### src/rtl/sched_pkg.sv
// Shared definitions for the egress scheduler: arbiter state encoding,
// select-width derivation, burst-counter width and a modulo-N increment helper.
// Provides the `PORT_NUB_TOTAL default (4 ports) when not set on the command line.
// Build option: SCHED_BURST_EN (consumed by egress_scheduler).
`ifndef PORT_NUB_TOTAL
`define PORT_NUB_TOTAL 4
`endif

package sched_pkg;

  typedef enum logic {
    ST_IDLE  = 1'b0,
    ST_BURST = 1'b1
  } sched_state_e;

  localparam int unsigned CNT_W = 8;

  // Width of one source-select field; a single port still needs one bit.
  function automatic int unsigned sel_width(input int unsigned n);
    return (n > 1) ? $clog2(n) : 1;
  endfunction

  // v + 1 modulo n.
  function automatic int unsigned wrap_inc(input int unsigned v, input int unsigned n);
    return (v + 1 >= n) ? 0 : v + 1;
  endfunction

endpackage

### src/rtl/egress_scheduler_rr_arbiter.sv
// rr_arbiter: rotating-priority first-one finder.
// Ports:
//   i_req   [N-1:0]  request vector (1 = source has data)
//   i_ptr   [W-1:0]  highest-priority source index
//   o_idx   [W-1:0]  first requesting source at or after i_ptr, modulo N
//   o_found          at least one request present
module rr_arbiter #(
  parameter int unsigned N = 4,
  parameter int unsigned W = 2
) (
  input  logic [N-1:0] i_req,
  input  logic [W-1:0] i_ptr,
  output logic [W-1:0] o_idx,
  output logic         o_found
);

  // Walk ptr, ptr+1, ... and keep the first hit.
  always_comb begin
    logic [W-1:0] cand;
    o_idx   = '0;
    o_found = 1'b0;
    cand    = '0;
    for (int unsigned k = 0; k < N; k++) begin
      cand = W'((32'(i_ptr) + k) % N);
      if (!o_found && i_req[cand]) begin
        o_found = 1'b1;
        o_idx   = cand;
      end
    end
  end

endmodule

### src/rtl/egress_scheduler.sv
// egress_scheduler: one independent round-robin VOQ read arbiter per output port.
// Ports:
//   clk, rst       clock, synchronous active-high reset
//   sched_en       global enable; low blocks new grants
//   empty_in       N*N VOQ empty flags, bit [o*N+s] = output o / source s
//   tx_ready_in    N   per-output downstream ready
//   rd_en          N   per-output VOQ read strobe (combinational)
//   rd_sel         N*WIDTH_SEL per-output source index (combinational, 0 when idle)
//   tx_vld         N   rd_en delayed one cycle (VOQ read latency)
//   busy           N   arbiter in BURST state
// Build option: SCHED_BURST_EN enables up to MAX_BURST consecutive reads per
// grant; without it every grant is a single read followed by rotation.
module egress_scheduler
  import sched_pkg::*;
#(
  parameter int unsigned PORT_NUB_TOTAL = `PORT_NUB_TOTAL,
  parameter int unsigned WIDTH_SEL      = sel_width(PORT_NUB_TOTAL),
  parameter int unsigned MAX_BURST      = 4
) (
  input  logic                                   clk,
  input  logic                                   rst,
  input  logic                                   sched_en,
  input  logic [PORT_NUB_TOTAL*PORT_NUB_TOTAL-1:0] empty_in,
  input  logic [PORT_NUB_TOTAL-1:0]              tx_ready_in,
  output logic [PORT_NUB_TOTAL-1:0]              rd_en,
  output logic [PORT_NUB_TOTAL*WIDTH_SEL-1:0]    rd_sel,
  output logic [PORT_NUB_TOTAL-1:0]              tx_vld,
  output logic [PORT_NUB_TOTAL-1:0]              busy
);

  localparam int unsigned N = PORT_NUB_TOTAL;

  if (MAX_BURST < 1 || MAX_BURST > 255) begin : g_bad_max_burst
    $error("egress_scheduler: MAX_BURST must be within 1..255");
  end

  // Reads are suppressed during reset and for one cycle after it.
  logic r_rst_q;
  logic w_block;

  always_ff @(posedge clk) r_rst_q <= rst;
  assign w_block = rst | r_rst_q;

  for (genvar o = 0; o < N; o++) begin : g_out
    sched_state_e         r_state;
    logic [WIDTH_SEL-1:0] r_ptr;
    logic [WIDTH_SEL-1:0] r_src;
    logic                 r_tx_vld;

    logic [N-1:0]         w_req;
    logic [WIDTH_SEL-1:0] w_arb_ptr;
    logic [WIDTH_SEL-1:0] w_idx;
    logic [WIDTH_SEL-1:0] w_idx_inc;
    logic [WIDTH_SEL-1:0] w_src_inc;
    logic [WIDTH_SEL-1:0] w_sel;
    logic                 w_found;
    logic                 w_src_avail;
    logic                 w_read;
    logic                 w_grant;
    logic                 w_last;

    assign w_req       = ~empty_in[o*N +: N];
    assign w_src_avail = w_req[r_src];
    assign w_src_inc   = WIDTH_SEL'(wrap_inc(32'(r_src), N));
    assign w_idx_inc   = WIDTH_SEL'(wrap_inc(32'(w_idx), N));
    // In BURST the search starts past the current source so a drained queue
    // hands over to the next source in the same cycle.
    assign w_arb_ptr   = (r_state == ST_BURST) ? w_src_inc : r_ptr;

    rr_arbiter #(
      .N (N),
      .W (WIDTH_SEL)
    ) u_arb (
      .i_req   (w_req),
      .i_ptr   (w_arb_ptr),
      .o_idx   (w_idx),
      .o_found (w_found)
    );

    // Read decision: continue the burst, else take a fresh grant.
    always_comb begin
      w_read  = 1'b0;
      w_grant = 1'b0;
      w_sel   = r_src;
      if (!w_block && tx_ready_in[o]) begin
        if (r_state == ST_BURST && w_src_avail) begin
          w_read = 1'b1;
        end else if (sched_en && w_found) begin
          w_read  = 1'b1;
          w_grant = 1'b1;
          w_sel   = w_idx;
        end
      end
    end

`ifdef SCHED_BURST_EN
    logic [CNT_W-1:0] r_cnt;
    logic [CNT_W-1:0] w_cnt_nxt;

    assign w_cnt_nxt = w_grant ? CNT_W'(1) : r_cnt + CNT_W'(1);
    assign w_last    = (w_cnt_nxt == CNT_W'(MAX_BURST));

    // Burst length counter: 1 on grant, +1 per continuing read.
    always_ff @(posedge clk) begin
      if (rst)         r_cnt <= '0;
      else if (w_read) r_cnt <= w_cnt_nxt;
    end
`else
    assign w_last = 1'b1;
`endif

    // Per-output arbiter state, pointer and read-latency pipeline.
    always_ff @(posedge clk) begin
      if (rst) begin
        r_state  <= ST_IDLE;
        r_ptr    <= '0;
        r_src    <= '0;
        r_tx_vld <= 1'b0;
      end else begin
        r_tx_vld <= w_read;
        case (r_state)
          ST_IDLE: begin
            if (w_grant) begin
              r_src <= w_idx;
              if (w_last) r_ptr   <= w_idx_inc;
              else        r_state <= ST_BURST;
            end
          end
          ST_BURST: begin
            if (!sched_en) begin
              r_state <= ST_IDLE;
              r_ptr   <= w_src_inc;
            end else if (tx_ready_in[o]) begin
              if (w_src_avail) begin
                if (w_last) begin
                  r_state <= ST_IDLE;
                  r_ptr   <= w_src_inc;
                end
              end else if (w_grant) begin
                // Back-to-back handover to the next non-empty source.
                r_src <= w_idx;
                if (w_last) begin
                  r_state <= ST_IDLE;
                  r_ptr   <= w_idx_inc;
                end else begin
                  r_ptr   <= w_src_inc;
                end
              end else begin
                r_state <= ST_IDLE;
                r_ptr   <= w_src_inc;
              end
            end
          end
          default: r_state <= ST_IDLE;
        endcase
      end
    end

    assign rd_en[o]                          = w_read;
    assign rd_sel[o*WIDTH_SEL +: WIDTH_SEL]  = w_read ? w_sel : '0;
    assign tx_vld[o]                         = r_tx_vld;
    assign busy[o]                           = (r_state == ST_BURST);
  end

endmodule

### config.mk
export PLATFORM = sky130hd
export DESIGN_NAME = egress_scheduler
export DESIGN_NICKNAME = d
export VERILOG_FILES = /design/src/rtl/sched_pkg.sv /design/src/rtl/egress_scheduler_rr_arbiter.sv /design/src/rtl/egress_scheduler.sv
export SDC_FILE = /design/constraint.sdc
export NUM_CORES = 1
export LEC_CHECK = 0
export CAP_MARGIN = 10
export CORE_MARGIN = 2
export CORE_UTILIZATION = 50
export CTS_BUF_LIST = sky130_fd_sc_hd__clkbuf_4
export DETAILED_ROUTE_END_ITERATION = 6
export PLACE_DENSITY = 0.87
export SYNTH_ARGS = -nofsm -noshare
export SYNTH_HDL_FRONTEND = slang
export SYNTH_SLANG_ARGS = --single-unit
### constraint.sdc
create_clock -name clk -period 4.2 [get_ports clk]
set_clock_uncertainty 0.15 [all_clocks]
set_input_delay 1.26 -clock clk [delete_from_list [all_inputs] [get_ports clk]]
set_output_delay 1.26 -clock clk [all_outputs]
set_load 0.05 [all_outputs]
==> results.txt <==
The tightest min-delay check is of the reg2reg type. The synthesized flop and latch total was 25; the count of clock tree sinks was 25. The floorplan has 22 rows. Total power: 562.7 µW. The tools report the launch point of the worst hold path as g_out[0].r_ptr[0]. Across all register-to-register paths, the minimum setup slack is 1.23 ns. For the worst-skew pair, the clock arrives at the later sink with an insertion delay of 0.33 ns.

The final reports fail on negative setup slack. The tools report the number of buffers created by CTS as 3. Yosys mapped a number of flops with a built-in enable equal to 0. The leakage power was 1.429 nW. The proportion of synthesized flip-flops having asynchronous set or reset was 0. After layout, the minimum clock period comes to 4.252 ns.

The tools report the category of the worst setup path launch point as an input port. Utilization after layout: 0.8646. In the synthesized netlist the dominant register cell turns out to be sky130_fd_sc_hd__dfxtp_1. For the placement-stage worst setup slack, the log shows -0.4368 ns. The total track usage came out at 0.3576.

Measured along the y axis, the die boundary spans 66.66 µm. Once detailed placement completed, the half-perimeter wirelength came to 4376 µm. The share of final-layout standard cells stronger than drive strength 1 was 0.4306. The slew at the pin closest to its max-slew limit came out at 0.4972 ns.

The synthesized area divided by synthesized cell count is 7.916 µm², and the count of cell types in the netlist is 55. The tools report the synthesized netlist cell count as 248. Leaving out fill and tap cells, the most frequent cell in the layout is sky130_fd_sc_hd__buf_4. Across the run, the number of max-cap violations was 0.

The initial core utilization was 0.5283. The tools report the least setup slack across all paths after layout as -0.05214 ns. Setup total negative slack on the finished layout was measured at -0.1110 ns. The die is 66.66 µm wide. Yosys printed 0 warnings. The number of H-tree branching levels is 1. Clock root buffer master: sky130_fd_sc_hd__clkbuf_4. The tools report the maximum clock insertion buffer count as 2. The tools report the worst-case vdd ir drop as 0.1353 mV.

The number of buffers added on ports is 42. Of all nets on the critical path, the largest fanout is 3. Summing all non-filler instances in the final layout gives an area of 3213 µm². The total detailed-routing wirelength was 8450 µm; the post-synthesis to final-layout area growth was 63.67%. The run gives 14 as the largest net degree at the start of global routing.

The top cell types in the final layout, fill and taps aside, are 77 x sky130_fd_sc_hd__buf_4, 25 x sky130_fd_sc_hd__nand2_1, 25 x sky130_fd_sc_hd__dfxtp_1. The final-report setup violation count was 3; the number of nets in the synthesized netlist was 275. The routed length per instance works out to 20.71 µm. The power density over the cells was 175.1 nW/µm²; the overflow left after global routing was 0. Summing all placed instances gives a cell area of 2811 µm². The critical path in this run is classified as in2out. The number of primary I/O pins came out at 43. The run gives 0 as the post-route antenna net violation count. The run gives 4444 µm² as the area of the die. Static timing analysis puts the maximum clock frequency at 235.2 MHz. The tools report the start point of the critical path as empty_in[7]. The logs give 2703 for the total number of vias and 0.2549 for the fraction of the yosys area taken by sequential cells. The flow ran to the end, but the final reports show violations. For the final hold violation count, the log shows 0.

TritonCTS built the clock tree. The final cycle utilization of the critical path was 1.012. For the critical path arrival, the log shows 2.84 ns. The first global-routing pass estimated 12050 µm of wire. The tools report the number of remaining DRC errors as 0. The worst setup path is captured at a primary output.

The final net count was 388; the final estimated routing congestion in global placement was 0.9212. The tools report the number of DRC markers after the initial detailed-route iteration as 369. The run gives 0.6591 as the relative slew slack. The worst reg2reg path startpoint is g_out[0].r_state.

In this run the cell area of the synthesized design comes to 1963 µm². Setup repair after global routing could not meet its margin everywhere. The total area inside the core boundary comes to 3716 µm².

The length of the first detailed-routing pass in iterations was 5. The run gives 0 as the max-slew violation total from the final report. The data required time of the critical path was 2.79 ns; the antenna diode count was 0. The vias per cell is 6.625. After clock tree synthesis, the clock-pin slew on the worst setup and hold paths is 0.15 ns.

For the number of antenna violations at the first check in global routing, the log shows 0. The run gives 2587 as the via count of the first global-routing pass.
==> worst max-delay path, stage by stage <==
cell                       delay (ns)
sky130_fd_sc_hd__buf_6           0.09
sky130_fd_sc_hd__mux4_2          0.52
sky130_fd_sc_hd__o211ai_1        0.32
sky130_fd_sc_hd__buf_4           0.20
sky130_fd_sc_hd__nor3_4          0.05
sky130_fd_sc_hd__a31o_2          0.25
sky130_fd_sc_hd__buf_12          0.15
==> state kept, by name (all words and copies together), names as in the netlist <==
name            cells
g_out.r_state       4
g_out.r_src         8
g_out.r_tx_vld      4
g_out.r_ptr         8
r_rst_q             1
==> worst paths after layout <==
check | endpoint | cells after the start
worst min-delay path | g_out[0].r_ptr[0] | 2
worst max-delay path | rd_sel[2] | 7
worst max register to register | g_out[0].r_src[1] | 12
worst min register to register | g_out[0].r_ptr[0] | 2
==> cell usage after synthesis (all sizes together), types with 4 or more instances <==
cell | instances | area [µm²]
nand2 | 27 | 101.4
o211ai | 7 | 52.55
mux2i | 5 | 50.05
or3 | 7 | 48.80
inv | 11 | 41.29
dfxtp | 25 | 500.5
ha | 4 | 50.05
a21oi | 22 | 110.1
nor3 | 10 | 50.05
a31o | 9 | 78.83
buf | 14 | 100.1
nor2 | 13 | 51.30
a21o | 5 | 37.54
or2 | 7 | 43.80
o22ai | 4 | 25.02
nor2b | 7 | 43.79
mux2 | 5 | 56.30
o21ai | 12 | 63.81
nand2b | 4 | 25.02
==> routing by layer <==
| metal | track usage | up-vias | routed length [µm] |
|---|---|---|---|
| met5 | 0 | - | 0 |
| met4 | 0.2270 | 0 | 486 |
| met3 | 0.06250 | 58 | 822 |
| met2 | 0.6150 | 227 | 3966 |
| met1 | 0.4050 | 1247 | 3175 |
| li1 | - | 1171 | - |
==> stage by stage <==
stage / instances / hold slack [ns]
after global routing: 408 / 0.3737
after floorplan: 248 / 0.2902
after detailed placement: 369 / 0.3111
final: 408 / 0.3537
after global placement: 369 / 0.3145
after CTS: 402 / 0.3421
==> final cells by class <==
class / instances / area [µm²]
multi-input cells: 196 / 1453
well taps: 48 / 60.06
fillers: 181 / 503.0
flip-flops and latches: 25 / 500.5
repair buffers: 123 / 1125
inverters: 12 / 45.04
clock buffers: 4 / 30.03
==> logic make-up (layout without fill, tap and decap cells) <==
family | after synthesis | after routing | synth area share
adder cells (fa/ha/maj) | 4 | 4 | 0.02549
AND/OR/NAND/NOR | 88 | 88 | 0.2352
flip-flops | 25 | 25 | 0.2549
AO/OA/AOI/OAI | 92 | 92 | 0.3314
buffers and inverters | 27 | 139 | 0.07584
multiplexers | 12 | 12 | 0.07712
==> what timing repair did <==
action                                  CTS  global route
hold endpoints to repair                  0             0
pin swaps                                12            12
hold buffers                              0             0
gates resized for setup                  53            31
buffers inserted                         29             6
cloned                                    0             0
endpoints found under the setup margin   11             9
==> report_power, final <==
group	internal [mW]	total (mW)	leakage [nW]	switching, mW
sequential	0.244	0.252	0.203	0.00757
clock	0.0437	0.124	0.0184	0.0805
combinational	0.0878	0.187	1.21	0.0990
No activity file was read; power rests on OpenSTA's default activity.
